--- src/rtl/csa_pkg.sv ---
// rtl/csa_pkg.sv - shared types and sizing helpers for the carry-save resolver
// Holds the resolver state encoding and the chunk-count / index-width helpers
// used by csa_resolve to size its sequencing logic. No ports.
package csa_pkg;

    typedef enum logic [1:0] {
        IDLE = 2'd0,
        RUN  = 2'd1,
        DONE = 2'd2
    } csa_state_e;

    // Number of CHUNK-bit slices in a WIDTH-bit operand.
    function automatic int csa_num_chunks(input int width, input int chunk);
        return width / chunk;
    endfunction

    // Index register width; one spare bit so the count never wraps to zero.
    function automatic int csa_idx_width(input int width, input int chunk);
        return $clog2(width / chunk) + 1;
    endfunction

endpackage

--- src/rtl/csa_chunk_add.sv ---
// rtl/csa_chunk_add.sv - combinational CHUNK-bit ripple-carry adder slice
// Ports:
//   a, b  [CHUNK-1:0]  addend slices
//   cin               carry into bit 0
//   s     [CHUNK-1:0]  sum slice
//   cout              carry out of the top bit
module csa_chunk_add #(
    parameter int CHUNK = 2
) (
    input  logic [CHUNK-1:0] a,
    input  logic [CHUNK-1:0] b,
    input  logic             cin,
    output logic [CHUNK-1:0] s,
    output logic             cout
);

    logic [CHUNK:0] c;

    always_comb begin
        c    = '0;
        s    = '0;
        c[0] = cin;
        for (int i = 0; i < CHUNK; i++) begin
            s[i]   = a[i] ^ b[i] ^ c[i];
            c[i+1] = (a[i] & b[i]) | (a[i] & c[i]) | (b[i] & c[i]);
        end
        cout = c[CHUNK];
    end

endmodule

--- src/rtl/csa_resolve.sv ---
// rtl/csa_resolve.sv - multi-cycle carry-propagate resolver for (sum, carry) pairs
// Adds a redundant pair CHUNK bits per clock with a registered inter-chunk carry.
// Optional build macro: CSA_RESOLVE_EARLY_EN (finish as soon as nothing is left to add).
// Ports:
//   clk, rst                  clock, asynchronous active-high reset
//   in_valid / in_ready       operand handshake (in_ready = state is IDLE)
//   in_sum, in_carry [WIDTH]  redundant operand pair
//   out_valid / out_ready     result handshake
//   out_result [WIDTH+1]      binary sum, MSB is the final carry-out
module csa_resolve
    import csa_pkg::*;
#(
    parameter int WIDTH = 8,
    parameter int CHUNK = 2
) (
    input  logic             clk,
    input  logic             rst,
    input  logic             in_valid,
    output logic             in_ready,
    input  logic [WIDTH-1:0] in_sum,
    input  logic [WIDTH-1:0] in_carry,
    output logic             out_valid,
    input  logic             out_ready,
    output logic [WIDTH:0]   out_result
);

    localparam int N  = csa_num_chunks(WIDTH, CHUNK);
    localparam int IW = csa_idx_width(WIDTH, CHUNK);

    csa_state_e       state_q, state_d;
    logic [WIDTH-1:0] sum_sr_q, sum_sr_d;
    logic [WIDTH-1:0] car_sr_q, car_sr_d;
    logic             cin_q, cin_d;
    logic [IW-1:0]    idx_q, idx_d;
    logic [WIDTH:0]   result_q, result_d;
    logic             out_valid_q, out_valid_d;

    logic [CHUNK-1:0] chunk_s;
    logic             chunk_cout;
    logic             last_chunk;
    logic             finish;

    csa_chunk_add #(.CHUNK(CHUNK)) u_chunk_add (
        .a    (sum_sr_q[CHUNK-1:0]),
        .b    (car_sr_q[CHUNK-1:0]),
        .cin  (cin_q),
        .s    (chunk_s),
        .cout (chunk_cout)
    );

    assign last_chunk = (idx_q == IW'(N - 1));

`ifdef CSA_RESOLVE_EARLY_EN
    // Nothing left above this chunk and no carry to push into it: the
    // remaining result bits are already zero from the clear at acceptance.
    logic rest_zero;
    assign rest_zero = ((sum_sr_q >> CHUNK) == '0) && ((car_sr_q >> CHUNK) == '0) && !chunk_cout;
    assign finish    = last_chunk || rest_zero;
`else
    assign finish    = last_chunk;
`endif

    always_comb begin
        state_d     = state_q;
        sum_sr_d    = sum_sr_q;
        car_sr_d    = car_sr_q;
        cin_d       = cin_q;
        idx_d       = idx_q;
        result_d    = result_q;
        out_valid_d = out_valid_q;

        unique case (state_q)
            IDLE: begin
                if (in_valid) begin
                    sum_sr_d = in_sum;
                    car_sr_d = in_carry;
                    cin_d    = 1'b0;
                    idx_d    = '0;
                    result_d = '0;
                    state_d  = RUN;
                end
            end
            RUN: begin
                // Constant-indexed slice write keeps the result mux small and lint-clean.
                for (int i = 0; i < N; i++) begin
                    if (idx_q == IW'(i)) begin
                        result_d[i*CHUNK +: CHUNK] = chunk_s;
                    end
                end
                cin_d    = chunk_cout;
                sum_sr_d = sum_sr_q >> CHUNK;
                car_sr_d = car_sr_q >> CHUNK;
                idx_d    = idx_q + IW'(1);
                if (finish) begin
                    // On early exit chunk_cout is 0, so this is still correct.
                    result_d[WIDTH] = chunk_cout;
                    out_valid_d     = 1'b1;
                    state_d         = DONE;
                end
            end
            DONE: begin
                if (out_ready) begin
                    out_valid_d = 1'b0;
                    state_d     = IDLE;
                end
            end
            default: begin
                state_d = IDLE;
            end
        endcase
    end

    always_ff @(posedge clk or posedge rst) begin
        if (rst) begin
            state_q     <= IDLE;
            sum_sr_q    <= '0;
            car_sr_q    <= '0;
            cin_q       <= 1'b0;
            idx_q       <= '0;
            result_q    <= '0;
            out_valid_q <= 1'b0;
        end else begin
            state_q     <= state_d;
            sum_sr_q    <= sum_sr_d;
            car_sr_q    <= car_sr_d;
            cin_q       <= cin_d;
            idx_q       <= idx_d;
            result_q    <= result_d;
            out_valid_q <= out_valid_d;
        end
    end

    assign in_ready   = (state_q == IDLE);
    assign out_valid  = out_valid_q;
    assign out_result = result_q;

endmodule

--- config.mk ---
export PLATFORM = sky130hd
export DESIGN_NAME = csa_resolve
export DESIGN_NICKNAME = d
export VERILOG_FILES = /design/src/rtl/csa_pkg.sv /design/src/rtl/csa_chunk_add.sv /design/src/rtl/csa_resolve.sv
export SDC_FILE = /design/constraint.sdc
export NUM_CORES = 1
export LEC_CHECK = 0
export CORE_ASPECT_RATIO = 0.7
export CORE_UTILIZATION = 45
export DETAILED_ROUTE_END_ITERATION = 8
export PLACE_DENSITY = 0.74
export SYNTH_ARGS = -nofsm -noshare
export SYNTH_HDL_FRONTEND = slang
export SYNTH_SLANG_ARGS = --single-unit
--- constraint.sdc ---
create_clock -name clk -period 1.6 [get_ports clk]
set_clock_uncertainty 0.15 [all_clocks]
set_input_delay 0.24 -clock clk [delete_from_list [all_inputs] [get_ports clk]]
set_output_delay 0.24 -clock clk [all_outputs]
set_load 0.05 [all_outputs]
Word-level counts from Yosys, hierarchy flattened
Cells that the tools add are included.

Bits in registers: 32. Logic and storage cells: 69.

Add/subtract/negate cells: 1. Equality and inequality tests: 11. Muxes and demuxes: 22. Bitwise gates (word level): 14. Reductions and logical operators: 11.

Operator list (count): 8-bit one-hot mux with 2 select lines (2); 9-bit one-hot mux with 2 select lines (1); 3-bit AND reduction (6); 8-bit 2-to-1 mux (2); 2-bit 2-to-1 mux (7); 2-bit != test, second input constant (6); 9-bit 2-to-1 mux (1); 1-bit AND (6); 3-bit by 2-bit equality test with 1-bit output, second input constant (2); 2-bit one-hot mux with 3 select lines (1); 3-bit one-hot mux with 2 select lines (1); 1-bit 2-to-1 mux (4); 1-bit OR (4); 1-bit one-hot mux with 2 select lines (2); 2-bit nonzero test (2); 1-bit bitwise XOR (4); 3-bit by 1-bit adder with 3-bit output, second input constant (1); 3-bit by 1-bit equality test with 1-bit output, second input constant (1); 3-bit zero test (1); 3-bit 2-to-1 mux (1); 2-bit by 1-bit equality test with 1-bit output, second input constant (1); 2-bit equality test, second input constant (1); 2-bit zero test (1); 2-bit AND reduction (1).

Longest topological paths before layout
Depth after elaboration: 8. Gate-level depth with buffers: 6. Depth with buffers taken out: 4.

By module
From an unflattened synthesis, not the netlist that was laid out.

Cells, all modules: 130. Area total of the unflattened synthesis: 1514.0 µm².

Modules (own cells, without submodules): csa_resolve (instances 1, cells each 120, area each 1443.9 µm², sequential area each 800.8 µm²); csa_chunk_add (instances 1, cells each 10, area each 70.1 µm², sequential area each 0.0 µm²).

Least setup slack after synthesis
OpenSTA, ideal clock, no wires.

Path kind: flip-flop to flip-flop. Start point: register sum_sr_q[0]. End point: register result_q[1], in the netlist out_result[1]. Data arrival time: 1.418 ns. Data required time: 1.372 ns. Setup slack: -0.046 ns. Stages on the path, launching flop included: 5. Buffers on the path: 0. Period minus slack after synthesis: 1.646 ns. Path through: dfrtp_1 fa_1 inv_1 fa_1 o2bb2ai_1.

Cells in the longest elaborated chain, start to end: 6. Elaborated cells on any way between the ends: 7. Those cells by class: mux (2); bitwise (5).

Ends and longest elaborated chain: start: declaration (line csa_resolve.sv:31) `logic [WIDTH-1:0] sum_sr_q, sum_sr_d;`; start signal: assignment (line csa_resolve.sv:124) `sum_sr_q <= sum_sr_d;`; 1-bit AND (line csa_chunk_add.sv:25) `c[i+1] = (a[i] & b[i]) | (a[i] & c[i]) | (b[i] & c[i]);`; 1-bit OR (*) (2 in series) (line csa_chunk_add.sv:25); 1-bit bitwise XOR (*) (line csa_chunk_add.sv:24) `s[i] = a[i] ^ b[i] ^ c[i];`; 2-bit 2-to-1 mux (*) (line csa_resolve.sv:86) `if (idx_q == IW'(i)) begin`; 9-bit one-hot mux with 2 select lines (*) (line csa_resolve.sv:72) `unique case (state_q)`; end signal: assignment (line csa_resolve.sv:128) `result_q <= result_d;`; end: declaration (line csa_resolve.sv:35) `logic [WIDTH:0] result_q, result_d;`.

Mark *: on every way between the ends. The rest lies on a longest branch, timed or not. The select of a mux whose other input is x is not followed. A chain may end at the register's enable or synchronous reset.

Worst setup path after layout
Start point: register sum_sr_q[0]. End point: register result_q[7], in the netlist out_result[7].

Same word-level chain as after synthesis.

==> impl_metrics.ini <==
[detailed_routing]
viasPerCell = 5.22
drt-initial-drc-count = 67
wirelength_um = 3050
first_pass_iters = 6
ant_nets = 0
num_vias = 1081
wire_per_inst_um = 14.7
drc_errors = 0

[logic_synthesis]
syn_inst = 131
ys_seq_area_share_pct = 53.2
synthDistinctLibCells = 21
ys_ff_latch = 32
synth_top_area_share_pct = 53.2
yosys-top-cells-area = dfrtp_1, mux2i_1, nand2_1
synth_area_leader_cell = dfrtp_1
yosysWarnings = 0
synth_nets = 158
synth_area_um2 = 1500
synth_area_per_cell_um2 = 11.5

[setup_path]
worstPathArrival_ps = 1750
critPathMaxFanout = 4
end_kind = register
crit_slowest_cell = fa_2
start_kind = register
reg2reg_depth = 4
regToRegEndpoint = out_result[7]
worstPathRequired_ps = 1660
rrSetupSlack_ps = -90
worstSetupPathType = reg2reg
worst_path_largest_cell_delay_ps = 480
cpMostUsedCell = fa_2
crit-reg2reg-launch = sum_sr_q[0]
crit_chain = fa_2 > inv_2 > fa_2 > o2bb2ai_2

[clocking]
cts_root_buffer = clkbuf_8
cts.reportedPaths.clkPinSlew_ps = 60
cts_made_buffers = 5
h-tree-depth = 2
clockBufferDepth = 2
clkSinkCount = 32
cts_tree = done
clock_latency_ps = 280
hold_buffers = 0

[place]
dp_cells = 197
gp_congestion = 0.757
numPortBuffers = 30
place_ws_ps = -133
dpl.hpwl_um = 2230
placed_area_um2 = 1990

[sta]
relSlewSlack_pct = 75.2
worst_hold_slack_ps = 153
rsz0062_at_grt = yes
period_minus_slack_ps = 1690
maxSlewViolCount = 0
period_share_pct = 106
fin_ws_ps = -93.2
timing.fmax_ghz = 0.591
final_hold_viol_count = 0
fin_setup_tns_ps = -349
worst_slew_pin_slew_ps = 371
setup_viol = 4

[global_routing]
gr-total-overflow = 0
grt_max_degree = 33
grt.total_usage_pct = 20.1
antenna_found_initial = 0
grt_pass1_wl_um = 5290
grt_pass1_vias = 1085

[final_layout]
multi_input_area_um2 = 654
antennaDiodeCount = 0
register_area_um2 = 802
layout-drive-gt1-share_pct = 23.1
layout.nets = 195
area_delta_synth_final_pct = 41.8
final_util_pct = 67.3
fin_area_um2 = 2130
fillers = 253
layoutNonFillerInstCount = 207

[floorplan]
rows = 17
die_w_um = 71.1
start_util_pct = 47.5
ios = 31
core_area_um2 = 3170
dieArea_um2 = 3580
die_h_um = 50.4

[pwr]
vdd_drop_max_mv = 0.968
p_total_mw = 4.57
power.density_nw_per_um2 = 2150
p_leak_nw = 0.946

[worst_hold_path]
hp-class = in2async

[run]
drv_cap = 0

[status]
violations = setup timing
status = finished with violations
layer usage:
layer | track usage (%) | share of wire [%] | vias to the layer above
met2 | 32.7 | 48 | 34
met5 | 0 | 0 | -
met3 | 4.82 | 4.2 | 5
met4 | 9.00 | 1.5 | 0
li1 | - | - | 528
met1 | 25.9 | 46 | 514
cell type report:
class,count,share of cell area [%]
Clock buffer,8,4.23
Sequential cell,32,37.6
Inverter,8,1.41
Tap cell,38,2.23
Multi-Input combinational cell,83,30.7
Timing Repair Buffer,38,23.8
worst max-delay path: cells and delay by family, from the launching register on:
| family | cells | cell delay, ps |
|---|---|---|
| DFF | 1 | 400 |
| AOI/OAI and AO/OA | 1 | 150 |
| buffers and inverters | 1 | 60 |
| adders and majority gates | 2 | 870 |
power by group:
part           total [mW]  switching [mW]  internal (mW)
Combinational        2.50            1.27           1.23
Sequential           1.45           0.311           1.14
Clock               0.624           0.274          0.350
Total                4.57            1.86           2.72
cells by family after synthesis:
family	after synthesis	synth area share, %
AO/OA/AOI/OAI	39	17.4
flip-flops	32	53.2
multiplexers	12	7.99
buffers and inverters	16	5.82
AND/OR/NAND/NOR	25	8.74
adder cells (fa/ha/maj)	7	6.82
sequential cells by signal, summed over array words and instances, names as in the netlist:
name	count
out_result	9
car_sr_q	8
sum_sr_q	8
idx_q	3
state_q	2
cin_q	1
out_valid	1
layout by cell type (no fill, tap or decap):
cell / instances
buf_4: 5
a21oi_2: 1
inv_1: 7
clkbuf_1: 2
clkdlybuf4s50_1: 19
nor2_2: 1
dfrtp_2: 1
inv_2: 1
clkbuf_8: 6
dfrtp_1: 31
mux2i_1: 12
o2bb2ai_1: 1
ha_1: 4
buf_12: 14
o2bb2ai_2: 4
nor3b_4: 2
o21ai_0: 12
a22o_1: 5
nand2_1: 19
o21ai_1: 6
fa_2: 2
ha_2: 1
a21oi_1: 4
a32o_1: 4
o21bai_2: 1
o21bai_1: 1
nand2b_1: 2
nor2b_1: 1
what timing repair did:
item,CTS,global route
hold endpoints to repair,0,0
setup buffers,1,1
gates resized for setup,4,5
setup endpoints to repair,4,10
pin swaps,5,2
worst max-delay path by stage:
stage / cells after the start / from / slack (ps) / end
2_1_floorplan: 4 / sum_sr_q[0] / -40 / out_result[7]
4_1_cts: 4 / sum_sr_q[0] / -100 / out_result[7]
3_5_place_dp: 4 / sum_sr_q[0] / -130 / out_result[1]
6_report: 4 / sum_sr_q[0] / -90 / out_result[7]
5_1_grt: 4 / sum_sr_q[0] / -140 / out_result[1]
3_3_place_gp: 4 / sum_sr_q[0] / -70 / out_result[3]
Yosys cell counts:
cell	n
a21oi_1	5
nand2_1	19
fa_1	2
nor3b_4	2
dfrtp_1	32
nand2b_1	2
buf_6	2
o2bb2ai_1	5
ha_1	5
o21ai_1	6
a22o_1	5
nor2_1	1
o21ai_0	12
buf_4	2
nor2b_1	1
mux2i_1	12
buf_2	4
o21bai_2	1
inv_1	8
o21bai_1	1
a32o_1	4
Note: power is estimated with default switching activity, not from simulation.
